[src/rtl/gray_to_bcd_packer.sv]
// gray_to_bcd_packer
// Accepts Gray-coded decimal digits on a valid/ready input, decodes each back
// to BCD and packs NDIG of them (most-significant first) into one output word
// presented on a valid/ready output with a sticky invalid-digit flag.
//
// Optional build macro: GRAY_STEP_CHECK_EN
//   When defined, consecutive Gray codes within a word are checked for a
//   single-bit step and a sticky out_step_err flag is presented with the word.
//   When undefined, the out_step_err port and all step-check state disappear.
module gray_to_bcd_packer #(
  parameter int NDIG = 4
) (
  input  logic              clk,
  input  logic              rst_n,
  input  logic              in_valid,
  output logic              in_ready,
  input  logic [3:0]        in_gray,
  output logic              out_valid,
  input  logic              out_ready,
  output logic [4*NDIG-1:0] out_bcd,
  output logic              out_err
`ifdef GRAY_STEP_CHECK_EN
  ,
  output logic              out_step_err
`endif
);

  // Digit counter width; a single-digit word still needs one bit to exist.
  localparam int            CW       = (NDIG > 1) ? $clog2(NDIG) : 1;
  localparam logic [CW-1:0] LAST_CNT = CW'(NDIG - 1);

  typedef enum logic {
    COLLECT = 1'b0,
    HOLD    = 1'b1
  } state_t;

  state_t            state_reg, state_next;
  logic [CW-1:0]     cnt_reg, cnt_next;
  logic [4*NDIG-1:0] word_reg, word_next;
  logic              err_reg, err_next;

  logic [3:0]        bin_digit;
  logic              digit_invalid;
  logic              in_fire;
  logic              out_fire;
  logic              last_digit;
  logic [NDIG-1:0]   nib_we;

  // Handshake strobes come straight from the state register so there is no
  // combinational path from in_valid to in_ready or out_ready to out_valid.
  assign in_ready   = (state_reg == COLLECT);
  assign out_valid  = (state_reg == HOLD);
  assign in_fire    = in_valid && in_ready;
  assign out_fire   = out_valid && out_ready;
  assign last_digit = (cnt_reg == LAST_CNT);

  // Gray-to-binary: each binary bit is the XOR of all Gray bits at or above it.
  genvar gi;
  generate
    for (gi = 0; gi < 4; gi++) begin : g_decode
      assign bin_digit[gi] = ^in_gray[3:gi];
    end
  endgenerate

  // Codes 1010..1111 are not decimal digits; they are stored as-is but flagged.
  assign digit_invalid = (bin_digit > 4'd9);

  // Nibble write enables and next word: the first digit lands in the top nibble,
  // so nibble gi is written when the counter equals NDIG-1-gi.
  generate
    for (gi = 0; gi < NDIG; gi++) begin : g_nibble
      localparam logic [CW-1:0] SLOT = CW'(NDIG - 1 - gi);
      assign nib_we[gi] = in_fire && (cnt_reg == SLOT);
      assign word_next[4*gi +: 4] = out_fire   ? 4'h0 :
                                    nib_we[gi] ? bin_digit :
                                                 word_reg[4*gi +: 4];
    end
  endgenerate

  // Next-state logic: collect NDIG digits, then hold the word until taken.
  always_comb begin
    state_next = state_reg;
    cnt_next   = cnt_reg;
    err_next   = err_reg;
    case (state_reg)
      COLLECT: begin
        if (in_fire) begin
          err_next = err_reg | digit_invalid;
          if (last_digit) begin
            cnt_next   = '0;
            state_next = HOLD;
          end else begin
            cnt_next = cnt_reg + CW'(1);
          end
        end
      end
      HOLD: begin
        // Input is blocked here, so the output handshake never overlaps a capture.
        if (out_fire) begin
          state_next = COLLECT;
          err_next   = 1'b0;
        end
      end
      default: state_next = COLLECT;
    endcase
  end

  // State, counter, word and error registers with asynchronous clear.
  always_ff @(posedge clk or negedge rst_n) begin
    if (!rst_n) begin
      state_reg <= COLLECT;
      cnt_reg   <= '0;
      word_reg  <= '0;
      err_reg   <= 1'b0;
    end else begin
      state_reg <= state_next;
      cnt_reg   <= cnt_next;
      word_reg  <= word_next;
      err_reg   <= err_next;
    end
  end

  // Outputs read as zero whenever no completed word is being offered.
  assign out_bcd = out_valid ? word_reg : '0;
  assign out_err = out_valid && err_reg;

`ifdef GRAY_STEP_CHECK_EN
  logic [3:0] prev_reg, prev_next;
  logic       step_err_reg, step_err_next;
  logic [3:0] step_diff;
  logic       step_bad;

  // A legal Gray step changes exactly one bit: diff is non-zero and a power of two.
  assign step_diff = in_gray ^ prev_reg;
  assign step_bad  = (step_diff == 4'h0) || ((step_diff & (step_diff - 4'h1)) != 4'h0);

  // Track the previous code inside a word; the first digit has no predecessor.
  always_comb begin
    prev_next     = prev_reg;
    step_err_next = step_err_reg;
    if (out_fire) begin
      prev_next     = 4'h0;
      step_err_next = 1'b0;
    end else if (in_fire) begin
      prev_next = in_gray;
      if ((cnt_reg != '0) && step_bad) begin
        step_err_next = 1'b1;
      end
    end
  end

  // Step-check registers share the word's reset and clear timing.
  always_ff @(posedge clk or negedge rst_n) begin
    if (!rst_n) begin
      prev_reg     <= 4'h0;
      step_err_reg <= 1'b0;
    end else begin
      prev_reg     <= prev_next;
      step_err_reg <= step_err_next;
    end
  end

  assign out_step_err = out_valid && step_err_reg;
`endif

endmodule
[config.mk]
export PLATFORM = sky130hd
export DESIGN_NAME = gray_to_bcd_packer
export DESIGN_NICKNAME = d
export VERILOG_FILES = /design/src/rtl/gray_to_bcd_packer.sv
export SDC_FILE = /design/constraint.sdc
export NUM_CORES = 1
export LEC_CHECK = 0
export BUFFER_PORTS_ARGS = -buffer_cell sky130_fd_sc_hd__clkbuf_2
export CORE_ASPECT_RATIO = 1.25
export CORE_MARGIN = 8
export CORE_UTILIZATION = 50
export CTS_BUF_LIST = sky130_fd_sc_hd__clkbuf_2 sky130_fd_sc_hd__clkbuf_4 sky130_fd_sc_hd__clkbuf_8
export DETAILED_ROUTE_END_ITERATION = 10
export PLACE_DENSITY_LB_ADDON = 0.25
export REMOVE_ABC_BUFFERS = 1
export SLEW_MARGIN = 5
export SYNTH_ARGS = -nofsm -noshare
export SYNTH_HDL_FRONTEND = slang
export SYNTH_SLANG_ARGS = --single-unit
[constraint.sdc]
create_clock -name clk -period 1.4 [get_ports clk]
set_input_delay 0.28 -clock clk [delete_from_list [all_inputs] [get_ports clk]]
set_output_delay 0.28 -clock clk [all_outputs]
set_load 0.02 [all_outputs]
# --- Word level (Yosys, flattened, before mapping) ---
# Cells that the tools add are included.
word_totals:
  regBits: 20
  latch_bits: 0
  mem_bits_rw: 0
  romBits: 0
  input_bits: 8
  output_inout_bits: 19
  elab_cells: 50
  memories: 0
op_classes:
  addsub: 1
  n_mul: 0
  div_mod_pow: 0
  n_lt_le_gt_ge: 1
  eq_ne: 5
  shifts: 0
  n_mux: 17
  bitwise: 2
  reduce_logical: 17
op_table:
  columns: ["cell", "count"]
  rows:
  - ["$mux W4", 8]
  - ["$mux W16", 1]
  - ["$reduce_bool A2 Y1", 4]
  - ["$logic_and A1 B1 Y1", 7]
  - ["$mux W1", 5]
  - ["$eq A2 B2 Y1 const B", 2]
  - ["$gt A4 B4 Y1 const B", 1]
  - ["$ne A2 B1 Y1 const B", 2]
  - ["$pmux W1 S2", 2]
  - ["$reduce_and A2 Y1", 2]
  - ["$reduce_xor A4 Y1", 1]
  - ["$reduce_xor A3 Y1", 1]
  - ["$add A2 B1 Y2 const B", 1]
  - ["$eq A2 B1 Y1 const B", 1]
  - ["$logic_not A2 Y1", 1]
  - ["$mux W2", 1]
  - ["$reduce_xor A2 Y1", 1]
  - ["$not A1 Y1", 1]
  - ["$or A1 B1 Y1", 1]

# --- Depth between registers and ports, before layout ---
# Gate-level depths: netlist (run 1).
logic_depth:
  word_depth: 5
  mapped_depth: 5
  depth_no_buf: 5

# --- Worst setup path before layout (run 1) ---
# Ideal clock, no wire load.
synth_timing:
  kind: "input-to-reg"
  from: "in in_gray[2]"
  to: "reg err_reg"
  setup_ps: 126
  t_arrival_ps: 1430
  required_ps: 1274
  path_slack_ps: -157
  stages: 5
  path_buffers: 0
  cell_sequence: "inv_1 -> ha_1 -> xnor3_1 -> nand2_1 -> a311o_1"
synth_between:
  elab_chain_cells: 5
  word_cells_on_any_way: 7
  cone_classes: "1 x order compare; 2 x mux; 1 x bitwise; 3 x reduce/logical"
synth_rtl:
  columns: ["item", "line_no", "text"]
  rows:
  - ["start: declaration", "17", "input logic [3:0] in_gray,"]
  - ["$reduce_xor A4 Y1 (tied with other cells)", "61", "assign bin_digit[gi] = ^in_gray[3:gi];"]
  - ["$gt A4 B4 Y1 *", "66", "assign digit_invalid = (bin_digit > 4'd9);"]
  - ["$or A1 B1 Y1 *", "88", "err_next = err_reg | digit_invalid;"]
  - ["$mux W1 *", "87", "if (in_fire) begin"]
  - ["$pmux W1 S2 *", "85", "case (state_reg)"]
  - ["end signal: assignment", "119", "err_reg <= err_next;"]
  - ["end: declaration", "40", "logic err_reg, err_next;"]
# Every way passes the cells marked *; elsewhere a longest branch is shown, timed or not. The select of a mux whose other input is x is not followed.
# A chain may end at the register's enable or synchronous reset.

# --- Worst setup path after layout (run 1) ---
layout_timing:
  from: "reg state_reg (netlist: out_valid)"
  to: "out out_bcd[9]"
layout_between:
  elab_chain_cells: 1
layout_rtl:
  columns: ["item", "line_no", "text"]
  rows:
  - ["start: declaration", "37", "state_t state_reg, state_next;"]
  - ["start signal: assignment", "116", "state_reg <= state_next;"]
  - ["$mux W16", "124", "assign out_bcd = out_valid ? word_reg : '0;"]
  - ["end: declaration", "20", "output logic [4*NDIG-1:0] out_bcd,"]
# Every way passes these cells.

==> results by group, run 1 <==
Setup path
  – Worst Path Max Fanout: 5
  – R2R setup slack: 0.08 ns
  – Data arrival time of the critical path: 1.21 ns
  – Kind of critical path: register to output pin
  – RR Endpoint: err_reg
  – Critical R2R Launch: out_valid
  – Worst Setup End Kind: output pin
  – Critical path launch point type: register
  – Crit. Startpoint: out_valid
  – CP required: 1.12 ns
  – CP endpoint: out_bcd[9]
  – Worst r2r path cells: 5

Power
  – Maximum vdd ir drop: 1.41 mV
  – Switching share of power: between 30% and 40%
  – Total Power: 2.96 mW
  – Comb power frac: 53.5%
  – Sw Pwr: 1.15 mW
  – Sequential Power Share: a little over a third
  – Pint: about 1.8 mW
  – Clock power frac: 11.8%
  – Pwr Density: 1680 mW/mm²
  – Leak Pwr: 0.915 nW

CTS
  – H-tree levels: 1
  – Clk_lat worst skew: 0.31 ns
  – Worst-path clk slew: 0.12 ns
  – CTS buffer count: 3
  – Clock root buffer: clkbuf_4
  – Clock Path Buffers: 2
  – Sink Count: 20
  – CTS tree: done

STA
  – Final Hold Viols: 0
  – Setup-failing EPs final: 17
  – WHS: 0.299 ns
  – F_max: 673 MHz
  – Max_slew headroom: 66.0%
  – Worst-Margin Slew: between 0.5 and 0.6 ns
  – Unrepaired setup endpoints after global routing: yes
  – Worst-case clock skew: 0.00823 ns
  – Final WS setup: -0.0865 ns
  – Crit share post-route: 106%
  – Max Slew Vio Count: 0
  – Fin crit period: 1.49 ns

Floorplan
  – # rows: 19
  – Die ar.: 0.00414 mm²
  – I/O pin total: 27
  – Die Y-Extent: 70.0 µm
  – Die width: roughly 59 µm
  – Initial Utilization: 52.7%
  – Core area: 0.00221 mm²

Job
  – Max-Cap Viols: 0

Outcome
  – Status: complete, but fails checks
  – Failing checks: setup timing

Layout
  – Max FFs per register: 16
  – Design area: 0.00176 mm²
  – Commonest non-fill, non-tap cells in the layout: dfrtp_1 (19), o21ai_0 (18), buf_8 (18)
  – Layout cell share with drive strength beyond 1: between 40% and 50%
  – Multi-input gate area: 682 µm²
  – Register Area: 502 µm²
  – Commonest non-fill, non-tap cell in the layout: dfrtp_1
  – Filler instances: 145
  – Diode count: 0
  – Area added between synthesis and finish: 51.3%
  – NumNets Final: 177
  – Finished Core Util: between 70% and 80%

Drt
  – 1st-pass router iterations: 4
  – Vias per inst: 5.34
  – Remaining routing DRC violations: 0
  – Wire per inst: around 16 µm
  – Total number of vias: 1031
  – Routed WL: 3.08 mm
  – Antenna Nets Post-Route: 0
  – Initial drt markers: 41

Place
  – Port bufs: 26
  – DP Worst Slack: -0.232 ns
  – GP Congestion: 0.774
  – Detail Placement HPWL: ~2 mm
  – Post-DP Area: 0.00140 mm²

Global routing
  – First-pass GRT wire length: 5.09 mm
  – Global route overflow: 0
  – GRT Util Overall: 15.4%
  – Number of global-route vias before repair: between 1000 and 1500
  – Initial antenna violation count: 0
  – Largest net degree at the start of global routing: 21

Yosys
  – Netlist cell types: 19
  – Syn_area_per_cell: approximately 10 µm²
  – YS warnings: 0
  – Yosys reg bits: 20
  – Post-Syn Area: 0.00116 mm²
  – Post-synthesis sequential area ratio: 43.0%
  – Cells after synthesis: 119

Worst hold path
  – HP Start: out_ready
  – Hold WC Path Type: primary input to register
## logic make-up (layout without fill, tap and decap cells)
group / after synthesis / after routing / share of synthesized area (%)
flops: 20 / 20 / 43.0
mux: 15 / 15 / 12.9
compound gates: 23 / 23 / 11.0
fa+ha+maj: 6 / 6 / 6.44
buf+inv: 10 / 53 / 3.22
xor+xnor: 2 / 2 / 4.08
simple gates: 43 / 43 / 19.4
## per-stage QoR
stage / setup TNS (ns) / instances
floorplan: -5.95 / 114
global placement: -0.799 / 181
detailed placement: -1.02 / 181
CTS: -1.38 / 194
global route: -1.98 / 193
finish: -1.37 / 193
## cell type report
| class | instances | share of cell area, % |
|---|---|---|
| tap | 31 | 2.20 |
| sequential | 20 | 28.5 |
| multi-input combinational | 89 | 38.7 |
| clock buffer | 4 | 2.06 |
| timing repair buffer | 44 | 27.4 |
| inverter | 5 | 1.21 |
## worst min path at each step
stage	end	cells past startpoint
detailed placement	cnt_reg[1]	1
finish	word_reg[5]	3
floorplan	cnt_reg[0]	0
global placement	cnt_reg[1]	1
global route	word_reg[1]	3
CTS	word_reg[5]	3
## worst max-delay path, cell delays in order (launching register included)
cell	delay, ns
dfrtp_2	0.48
buf_6	0.16
and2_4	0.14
buf_8	0.12
## synthesized netlist by cell type
library cell / n / area share [%]
dfrtp_1: 20 / 43
nand2_1: 18 / 5.8
o21ai_0: 18 / 7.7
and2_1: 17 / 9.1
mux2i_1: 15 / 13
ha_1: 6 / 6.4
clkbuf_1: 5 / 1.6
inv_1: 5 / 1.6
nand3b_1: 4 / 2.6
nor2b_1: 2 / 1.1
a21boi_0: 1 / 0.64
a21oi_1: 1 / 0.43
a311o_1: 1 / 0.86
and3_1: 1 / 0.54
nor2_1: 1 / 0.32
o21bai_1: 1 / 0.64
o31ai_1: 1 / 0.64
xnor3_1: 1 / 1.9
xor3_2: 1 / 2.1
## layer usage
metal | track usage, % | share of wire (%) | up-vias
li1 | - | - | 488
met1 | 19.0 | 43 | 499
met2 | 24.9 | 50 | 37
met3 | 2.56 | 5.1 | 7
met4 | 6.93 | 1.9 | 0
met5 | 0 | 0 | -
## power groups by stage
stage	Clock (mW)	Combinational, mW	Sequential [mW]
3_5_place_dp	0	1.11	1.00
5_1_grt	0.373	1.72	1.06
2_1_floorplan	0	0.663	1.02
3_3_place_gp	0	1.06	0.983
4_1_cts	0.351	1.48	1.02
6_report	0.350	1.58	1.03
## what timing repair did
item,4_1_cts,5_1_grt
setup buffers,6,0
hold endpoints to repair,20,0
pin swaps,3,1
hold buffers,1,0
gates cloned,2,0
gates resized for setup,61,27
endpoints found under the setup margin,19,34
Power figures use the tool's default switching activity.
==> run 2: changes to the inputs <==
- CORE_UTILIZATION: 50 -> 55
==> results by group, run 2 (synthesis gave the netlist of run 1 again) <==
Global routing
  – Initial antenna violation count: 0
  – Number of global-route vias before repair: 1163
  – GRT Util Overall: between 10% and 20%
  – Global route overflow: 0
  – Largest net degree at the start of global routing: 21
  – First-pass GRT wire length: around 5.4 mm

Setup path
  – Critical path's slowest cell: dfrtp_1
  – CP top delay family: flip-flops
  – Critical Path Max Stage Delay: ~0.40 ns
  – R2R setup slack: -0.07 ns
  – Worst r2r path cells: 9
  – Worst Setup End Kind: output pin
  – Worst Path Max Fanout: 10
  – Critical R2R Launch: cnt_reg[0]
  – CP Cell Sequence: buf_6 -> buf_12 -> and2_1 -> buf_6
  – Kind of critical path: register to output pin
  – Buf+Inv Stages, Crit Path: 3
  – Critical path launch point type: register
  – Data arrival time of the critical path: 1.27 ns
  – Most frequent CP cell: buf_6
  – CP required: 1.12 ns
  – RR Endpoint: cnt_reg[0]

Floorplan
  – Die Y-Extent: 67.5 µm
  – # rows: 18
  – Die width: 57.2 µm
  – Core area: roughly 0.002 mm²
  – Initial Utilization: 58.8%
  – Die ar.: 0.00386 mm²
  – I/O pin total: 27

Drt
  – Total number of vias: roughly 1100
  – Vias per inst: between 5 and 6
  – Initial drt markers: 32
  – Wire per inst: approximately 18 µm
  – 1st-pass router iterations: 4
  – Antenna Nets Post-Route: 0
  – Routed WL: 3.53 mm
  – Remaining routing DRC violations: 0

Power
  – Maximum vdd ir drop: between 1 and 1.5 mV
  – Pwr Density: roughly 1800 mW/mm²
  – Total Power: 3.20 mW
  – Leak Pwr: 0.966 nW

Outcome
  – Status: complete, but fails checks
  – Failing checks: setup timing

Layout
  – NumNets Final: around 190
  – Design area: between 0.0015 and 0.002 mm²
  – Filler instances: 75
  – Layout cell share with drive strength beyond 1: a little under half
  – Diode count: 0
  – Commonest non-fill, non-tap cells in the layout: dfrtp_1 (20), buf_4 (19), o21ai_0 (17)
  – Register Area: 500 µm²
  – Multi-input gate area: 679 µm²
  – Area added between synthesis and finish: 56.3%
  – Max FFs per register: 16
  – Commonest non-fill, non-tap cell in the layout: dfrtp_1

Place
  – DP Worst Slack: -0.272 ns
  – Post-DP Area: about 0.0014 mm²
  – GP Congestion: 0.782
  – Detail Placement HPWL: 2.05 mm
  – Port bufs: 26

CTS
  – CTS buffer count: 3
  – Sink Count: 20
  – H-tree levels: 1
  – Clock root buffer: clkbuf_4
  – Worst-path clk slew: 0.12 ns
  – CTS tree: done
  – Clock Path Buffers: 2
  – Clk_lat worst skew: 0.31 ns

STA
  – WHS: approximately 0.4 ns
  – Unrepaired setup endpoints after global routing: yes
  – Setup-failing EPs final: 20
  – Max Slew Vio Count: 0
  – Final WS setup: -0.145 ns
  – Max_slew headroom: between 60% and 70%
  – F_max: 647 MHz
  – Crit share post-route: 110%
  – Fin crit period: 1.55 ns
  – Worst-Margin Slew: 0.581 ns
  – Worst-case clock skew: 0.00437 ns
  – Final Hold Viols: 0

Worst hold path
  – WHS Path Cells: 4
  – Min-Delay Endpoint: word_reg[8]
  – Hold WC Path Type: primary input to register
  – HP Start: out_ready

Job
  – Max-Cap Viols: 0
==> run 2: layout make-up <==
type                       count  area share, %
inverter                       5           1.03
multi-input combinational     89           37.3
sequential                    20           27.5
clock buffer                   4           1.99
timing repair buffer          53           30.8
tap                           20           1.37
==> run 2: power by group <==
| part | internal [mW] | switching (mW) | leakage [nW] |
|---|---|---|---|
| Clock | 0.159 | 0.184 | 0.0210 |
| Sequential | 0.819 | 0.203 | 0.254 |
| Combinational | 1.02 | 0.820 | 0.692 |
| Total | 2.00 | 1.21 | 0.966 |
==> run 2: layer usage <==
layer	track usage, %	up-vias	wire, µm
met5	0	-	0
met4	9.71	0	109
met3	2.06	11	121
met2	31.5	33	1950
met1	19.8	577	1340
li1	-	506	-
==> run 2: timing repair <==
action                                 CTS  global route
hold buffers                             1             0
gates resized for setup                 41            40
cloned                                   2             0
endpoints found under the hold margin   20             0
setup endpoints to repair               25            37
pin swaps                                1             3
setup buffers                            6             7
==> run 2: worst max-delay path by stage <==
stage          cells after the start        from           to
6_report                           4   out_valid  out_bcd[11]
5_1_grt                            4   out_valid  out_bcd[11]
4_1_cts                            4   out_valid   out_bcd[8]
3_5_place_dp                       6  in_gray[2]      err_reg
3_3_place_gp                       6  in_gray[2]      err_reg
2_1_floorplan                      3   out_valid  word_reg[6]
==> run 2: stage by stage <==
step | util, % | TNS, ns | std cells
CTS | 85.4 | -2.51 | 184
global route | 91.9 | -3.16 | 191
floorplan | - | -5.95 | 114
finish | 91.9 | -2.11 | 191
detailed placement | 70.5 | -1.35 | 171
global placement | 70.5 | -0.847 | 171
==> run 2: worst register-to-register path, cell delays in order, from the launching register on <==
cell	delay [ns]
dfrtp_1	0.45
buf_4	0.15
buf_4	0.12
buf_4	0.12
buf_4	0.12
buf_4	0.12
buf_4	0.12
nor2_1	0.11
nand2_1	0.06
o21ai_1	0.06
